==> config.mk <==
export PLATFORM = sky130hd
export DESIGN_NAME = pwm_dac
export DESIGN_NICKNAME = d
export VERILOG_FILES = /design/src/rtl/pwm_dac.sv
export SDC_FILE = /design/constraint.sdc
export NUM_CORES = 1
export LEC_CHECK = 0
export ABC_AREA = 0
export CAP_MARGIN = 20
export CORE_MARGIN = 2
export CORE_UTILIZATION = 30
export CTS_CLUSTER_DIAMETER = 30
export DETAILED_ROUTE_END_ITERATION = 12
export GPL_ROUTABILITY_DRIVEN = 0
export PLACE_DENSITY = 0.55
export SYNTH_ARGS = -nofsm -noshare
export SYNTH_HDL_FRONTEND = slang
export SYNTH_SLANG_ARGS = --single-unit
==> constraint.sdc <==
create_clock -name clk -period 4.5 [get_ports clk]
set_input_delay 0.45 -clock clk [delete_from_list [all_inputs] [get_ports clk]]
set_output_delay 0.45 -clock clk [all_outputs]
set_load 0.005 [all_outputs]
==> src/rtl/pwm_dac.sv <==
// pwm_dac: paces the upstream NCO with one sample request per PWM window,
// captures the returned code and renders it as a single-bit PWM waveform
// whose duty per window is active_code / CYCLES_PER_WINDOW.
//
// Request contract with the NCO: next_sample is a one-cycle request with no
// back-pressure. code must be valid in every cycle where next_sample is high;
// it is captured on the rising edge that ends that cycle, and the NCO
// advances on the same edge. A request issued while rst is high is dropped
// (no capture).
//
// There is no FSM here. The only sequencing state is the window counter
// (cnt), the captured duty code (active_code) and the reset-history flop.
//
// CODE_WIDTH must not exceed CNT_WIDTH: the duty compare zero-extends
// active_code to CNT_WIDTH.
module pwm_dac #(
  parameter int CODE_WIDTH        = 10,
  parameter int CYCLES_PER_WINDOW = 1024,
  parameter int CNT_WIDTH         = 16
) (
  input  logic                  clk,
  input  logic                  rst,
  input  logic                  en,
  input  logic [CODE_WIDTH-1:0] code,
  output logic                  next_sample,
  output logic                  window_start,
  output logic                  pwm
);

  // Terminal count of the window counter.
  localparam logic [CNT_WIDTH-1:0] LAST_CNT = CNT_WIDTH'(CYCLES_PER_WINDOW - 1);

  logic [CNT_WIDTH-1:0]  cnt;
  logic [CNT_WIDTH-1:0]  cnt_next;
  logic [CODE_WIDTH-1:0] active_code;
  logic [CODE_WIDTH-1:0] active_code_next;
  logic [CNT_WIDTH-1:0]  active_code_ext;
  logic                  pwm_next;
  logic                  rst_q;

  // Request and window-start strobes, decoded from the current count.
  always_comb begin
    next_sample  = (cnt == LAST_CNT) && en;
    window_start = (cnt == '0) && en && !rst_q;
  end

  // Next counter value, next duty code and next PWM level.
  always_comb begin
    cnt_next         = cnt;
    active_code_next = active_code;
    pwm_next         = 1'b0;
    if (en) begin
      if (cnt == LAST_CNT) begin
        cnt_next = '0;
      end else begin
        cnt_next = cnt + CNT_WIDTH'(1);
      end
      // The capture lands exactly on the wrap, so the new duty applies
      // from cnt==0 of the next window and never mid-window.
      if (next_sample) begin
        active_code_next = code;
      end
    end
    active_code_ext = CNT_WIDTH'(active_code_next);
    // Codes at or above the window length keep pwm high all window.
    pwm_next        = en && (cnt_next < active_code_ext);
  end

  // Window state and registered PWM output; reset abandons the window.
  always_ff @(posedge clk) begin
    if (rst) begin
      cnt         <= '0;
      active_code <= '0;
      pwm         <= 1'b0;
    end else begin
      cnt         <= cnt_next;
      active_code <= active_code_next;
      pwm         <= pwm_next;
    end
  end

  // Remember last cycle's reset so the first post-reset cycle is not
  // reported as a window start.
  always_ff @(posedge clk) begin
    rst_q <= rst;
  end

endmodule

==> metrics.md, run 1 <==
| Metric | Value |
|---|---|
| Crit path launch type | `primary input` |
| Largest net degree at the start of global routing | `29` |
| Cell internal pwr | `334 uW` |
| Reg2reg start | `cnt[0]` |
| Asr flop ratio synth | `0%` |
| Starting Density | `31.0%` |
| Fraction of layout cells with a size suffix above 1 | `8.89%` |
| Root Buffer | `clkbuf_8` |
| Max-slew violations | `0` |
| Required @ worst endpoint | `4.69 ns` |
| CTS resizes | `0` |
| CP max-delay cell | `clkdlybuf4s50_1` |
| Global route total overflow | `0` |
| Die H | `76.5 um` |
| Period minus WS final | `3.38 ns` |
| DRT Wirelength | `3.19 mm` |
| Hold-fix buffers, CTS | `0` |
| Ys flop type | `dfxtp_1` |
| Fin crit share | `75.2%` |
| Critical path type | `in2reg` |
| Synthesis-to-layout area growth | `14.3%` |
| GRT Total Usage | `11.4%` |
| Worst min-delay path category | `reg2reg` |
| Status | `finished, final reports clean` |
| Switching power | `97.4 uW` |
| Gate power share | `9.7%` |
| Post-Syn Instances | `168` |
| Sum Neg Setup Slack | `0 ns` |
| Crit-path max cell delay | `0.69 ns` |
| CP Max Fanout | `26` |
| H-tree depth | `1` |
| Worst skew pair latency | `0.27 ns` |
| Family with the most delay on the worst path | `simple AND/OR/NAND/NOR gates` |
| Final Hold Viols | `0` |
| Core box area | `5070 um2` |
| Post-synth EDFFs | `0` |
| Post-CTS setup buffers | `0` |
| Hold path start | `active_code[4]` |
| Vias in the first global route | `1172` |
| # rows | `26` |
| Distinct cells, synth | `38` |
| Sequential area share after synthesis | `35.6%` |
| DRC errors left | `0` |
| Crit path DAT | `3.58 ns` |
| Number of DRC markers in iteration 0 | `54` |
| Worst Setup SP | `en` |
| Sw frac | `22.6%` |
| Final #Nets | `206` |
| Clock-pin slew on the worst setup and hold paths | `0.09 ns` |
| MaxCap Viol Count | `0` |
| Syn. warnings | `0` |
| Seq cells post-synth | `28` |
| Seq pwr share | `58.8%` |
| Initial antenna violation count | `0` |
| Die width | `76.5 um` |
| PwrDens | `240 nW/um2` |
| Relative max-transition margin | `68.2%` |
| Antenna cells | `0` |
| Post-Syn Area | `1580 um2` |
| Max Buffers Root-to-Sink | `2` |
| Fmax | `296 MHz` |
| Crit-path cells | `clkdlybuf4s50_1 > nand4_4 > nor3_4 > and2_4 > mux2i_1 > ha_1 > nand2_1 > nand3_1 > nor4_1 > o211ai_1 > a221oi_2` |
| Die area | `5850 um2` |
| Final Cell Area | `1800 um2` |
| CTS buffer count | `3` |
| Setup Skew | `0.00440 ns` |
| Slew @ Worst Pin | `0.473 ns` |
| Peak supply drop | `0.000135 V` |
| Via density | `4.74` |
| Post-route ant nets | `0` |
| Top-level port count | `16` |
| Wire per inst | `12.7 um` |
| CTS tree | `yes` |
| Final setup vio count | `0` |
| Port Buffers | `15` |
| Vias | `1184` |
| Global-route wire length before repair | `5.41 mm` |
| Critical Path End Type | `flip-flop` |
| Hold_ws | `0.507 ns` |
| Worst path bufs/invs | `1` |
| Post-DP Area | `1760 um2` |
| Static leakage | `0.000681 uW` |
| First-pass DRT Iterations | `4` |
| Clock sink total | `28` |
| Syn avg cell area | `9.38 um2` |
| RSZ-0062 raised after global routing | `no` |
| Synthesized net count | `192` |
| Clock power frac | `31.5%` |
| Hpwl dp | `2.41 mm` |
-- cells in the mapped netlist, types with 2 or more instances --
| cell | instances | area [um2] |
|---|---|---|
| clkbuf_1 | 3 | 11.3 |
| xor2_1 | 8 | 70.1 |
| nand4_4 | 2 | 42.5 |
| xnor2_1 | 7 | 61.3 |
| nor3_1 | 15 | 75.1 |
| mux2i_1 | 11 | 110 |
| nor2_1 | 20 | 75.1 |
| o21ai_0 | 2 | 10.0 |
| and3_1 | 5 | 31.3 |
| o211ai_1 | 2 | 15.0 |
| nor4_1 | 3 | 18.8 |
| nor2_2 | 3 | 18.8 |
| ha_1 | 11 | 138 |
| buf_2 | 2 | 10.0 |
| inv_1 | 2 | 7.51 |
| nand2_1 | 11 | 41.3 |
| a21oi_1 | 3 | 15.0 |
| nor2b_1 | 5 | 31.3 |
| dfxtp_1 | 28 | 561 |
| nand3_1 | 3 | 15.0 |
| nand4_1 | 4 | 25.0 |
| buf_12 | 2 | 40.0 |
-- state kept, by name, indices dropped and copies added, names as in the netlist --
signal       count
pwm              1
cnt             16
rst_q            1
active_code     10
-- cell type report --
type,count,area (um2)
fillers,543,3270
multi-input cells,131,946
flip-flops and latches,28,561
repair buffers,16,158
well taps,70,87.6
clock buffers,3,41.3
inverters,2,7.51
-- cells in the final DEF, fill, tap and decap left out, types with 4 or more instances in the layout --
cell and count:
dfxtp_1 28, nor2_1 20, nor3_1 15, clkdlybuf4s50_1 15
nand2_1 11, mux2i_1 11, ha_1 11, xor2_1 8
xnor2_1 7, and3_1 5, nor2b_1 5, nand4_1 4
-- logic make-up (layout without fill, tap and decap cells) --
family | count (synthesis) | in the layout | synth area share, %
and+or+nand+nor | 80 | 80 | 29.2
buffers and inverters | 9 | 21 | 4.37
adders and majority gates | 11 | 11 | 8.74
AOI/OAI and AO/OA | 14 | 14 | 6.75
DFF | 28 | 28 | 35.6
muxes | 11 | 11 | 6.99
xor gates and xnor gates | 15 | 15 | 8.34
-- final timing paths --
check / endpoint / slack [ns] / cells past startpoint
setup / recovery: pwm / 1.12 / 11
hold / removal: active_code[4] / 0.51 / 2
setup reg to reg: pwm / 1.32 / 11
hold reg to reg: active_code[4] / 0.51 / 2
-- per-stage QoR --
| stage | total power, uW | setup WS, ns | instances | util, % |
|---|---|---|---|---|
| floorplan | 282 | 1.79 | 168 | - |
| global placement | 302 | 0.903 | 247 | 34.7 |
| detailed placement | 302 | 0.822 | 247 | 34.7 |
| CTS | 440 | 1.11 | 250 | 35.5 |
| global route | 453 | 0.869 | 250 | 35.5 |
| finish | 431 | 1.12 | 250 | 35.5 |
-- tightest hold or removal path, stage by stage (launching register included) --
cell	delay (ns)
dfxtp_1	0.31
mux2i_1	0.08
nor2_1	0.09
-- layer usage --
layer	GRT usage, %	wire (um)
met2	19.8	1550
met3	2.61	73
met5	0	0
met4	2.18	21
met1	14.4	1540
-- power by group through the flow --
stage / registers [uW] / clock network [uW] / logic, uW
floorplan: 259 / 0 / 23.2
global placement: 260 / 0 / 42.7
detailed placement: 260 / 0 / 42.6
CTS: 254 / 143 / 42.8
global route: 255 / 153 / 46.1
finish: 254 / 136 / 41.9
Power figures use the tool's default switching activity.
==> run 2, diff against run 1 <==
==> constraint.sdc (replaced) <==
create_clock -name clk -period 3.15 [get_ports clk]
set_input_delay 0.315 -clock clk [delete_from_list [all_inputs] [get_ports clk]]
set_output_delay 0.315 -clock clk [all_outputs]
set_load 0.005 [all_outputs]
==> run 2 against run 1 <==
Clock skew down 0.0016 ns. Wire length is 2.9% lower. Largest power group unchanged. Cell count is 3.2% higher. Via count is 1.8% higher. Sequential power grew 43%. Clock power up 110%.
==> metrics.md, run 2 (synthesis results as in run 1) <==
| Metric | Value |
|---|---|
| Period minus WS final | `2.87 ns` |
| Met3 Wirelength | `126 um` |
| Status | `finished, final reports clean` |
| Largest regs | `cnt (16), active_code (10)` |
| Global route total overflow | `0` |
| Critical Path End Type | `flip-flop` |
| CP Max Fanout | `11` |
| Static leakage | `0.000730 uW` |
| Fmax | `348 MHz` |
| Wire length on met1 | `1.54 mm` |
| Initial antenna violation count | `0` |
| Post-CTS setup buffers | `0` |
| Worst skew pair latency | `0.27 ns` |
| Final setup vio count | `0` |
| Peak supply drop | `0.000265 V` |
| Critical path type | `reg2reg` |
| Worst path bufs/invs | `0` |
| Top-level port count | `16` |
| Slew @ Worst Pin | `0.483 ns` |
| Vias in the first global route | `1150` |
| Multi-input logic area | `946 um2` |
| Hold_ws | `0.511 ns` |
| Sum Neg Setup Slack | `0 ns` |
| Crit path launch type | `flip-flop` |
| Max reg flops | `16` |
| # rows | `26` |
| Hpwl dp | `2.41 mm` |
| Die H | `76.5 um` |
| CTS resizes | `0` |
| Fin crit share | `91.1%` |
| Critical path's most frequent cell | `ha_1` |
| Number of DRC markers in iteration 0 | `38` |
| Core box area | `5070 um2` |
| Crit path DAT | `3.07 ns` |
| Relative max-transition margin | `67.5%` |
| Crit-path cells | `ha_1 > nand4_4 > nor3_4 > and2_4 > mux2i_1 > ha_1 > a21oi_1 > o21ai_0 > nor4_1 > o211ai_1 > a221oi_2` |
| Die area | `5850 um2` |
| DRC errors left | `0` |
| Worst min-delay path category | `reg2reg` |
| Via density | `4.67` |
| Clock sink total | `28` |
| Max Buffers Root-to-Sink | `2` |
| Most common cell after layout, fill and taps aside | `dfxtp_1` |
| First-pass DRT Iterations | `4` |
| Most frequent cells in the layout | `28 x dfxtp_1, 20 x nor2_1, 15 x nor3_1, 15 x clkdlybuf4s50_1` |
| GRT Total Usage | `11.2%` |
| Fraction of layout cells with a size suffix above 1 | `12.8%` |
| Starting Density | `31.0%` |
| RSZ-0062 raised after global routing | `no` |
| CP max-delay cell | `dfxtp_1` |
| Vias | `1205` |
| Crit-path max cell delay | `0.46 ns` |
| Required @ worst endpoint | `3.35 ns` |
| Wire per inst | `12.0 um` |
| Root Buffer | `clkbuf_8` |
| Final Hold Viols | `0` |
| CTS tree | `yes` |
| Post-route ant nets | `0` |
| Synthesis-to-layout area growth | `19.5%` |
| CTS buffer count | `3` |
| Filler cells | `546` |
| H-tree depth | `1` |
| Antenna cells | `0` |
| Max-slew violations | `0` |
| Most flops, register | `cnt` |
| Metal2 WL | `1.42 mm` |
| DRT Wirelength | `3.09 mm` |
| Hold-fix buffers, CTS | `0` |
| Register Area | `561 um2` |
| Clock-pin slew on the worst setup and hold paths | `0.10 ns` |
| Setup Skew | `0.00280 ns` |
| Port Buffers | `15` |
| Family with the most delay on the worst path | `simple AND/OR/NAND/NOR gates` |
| Die width | `76.5 um` |
| MaxCap Viol Count | `0` |
| Global-route wire length before repair | `5.33 mm` |
| PwrDens | `375 nW/um2` |
| Largest net degree at the start of global routing | `28` |
| Top sig layer | `met4` |
| Final #Nets | `213` |
[run 2: cell types whose count changed in the layout (fill, tap and decap cells not counted)]
cell	change
buf_4	+7
bufinv_16	+1
[run 2: path summary, 6_finish.rpt]
kind / startpoint / to / slack (ns) / cells past startpoint
max reg2reg: cnt[0] / pwm / 0.28 / 11
max: cnt[0] / pwm / 0.28 / 11
min reg2reg: active_code[3] / active_code[3] / 0.51 / 2
min: active_code[3] / active_code[3] / 0.51 / 2
[run 2: worst reg2reg max path: cells and delay by family, from the launching register on]
family | cells | cell delay [ns]
AND/OR/NAND/NOR | 4 | 0.85
AO/OA/AOI/OAI | 4 | 0.64
adder cells (fa/ha/maj) | 2 | 0.55
flip-flops | 1 | 0.46
multiplexers | 1 | 0.28
[run 2: final cells by class]
type                            count  area share [%]
Clock buffer                        3            2.19
Sequential cell                    28            29.8
Clock inverter                      1            1.59
Timing Repair Buffer               23            11.2
Multi-Input combinational cell    131            50.2
Inverter                            2           0.399
Tap cell                           70            4.65
[run 2: where the power goes]
part           leakage [uW]  total, uW  switching [uW]  internal (uW)
Sequential         0.000226        363            4.88            358
Combinational      0.000468       59.4            25.5           33.9
Clock             0.0000357        284             114            170
Total              0.000730        706             145            562
[run 2: per-stage QoR]
stage	setup slack [ns]	utilization [%]	total power (uW)	instance area [um2]	std cells
final	0.279	37.1	706	1880	258
after detailed placement	0.101	35.7	431	1810	254
after CTS	0.245	37.1	719	1880	258
after global placement	0.183	35.7	432	1810	254
after global routing	0.0813	37.1	740	1880	258
after floorplan	0.454	-	403	1580	168
[run 2: routing by layer]
| layer | up-vias | track usage (%) |
|---|---|---|
| met4 | 0 | 1.64 |
| li1 | 633 | - |
| met2 | 19 | 18.4 |
| met1 | 551 | 15.0 |
| met5 | - | 0 |
| met3 | 2 | 2.96 |
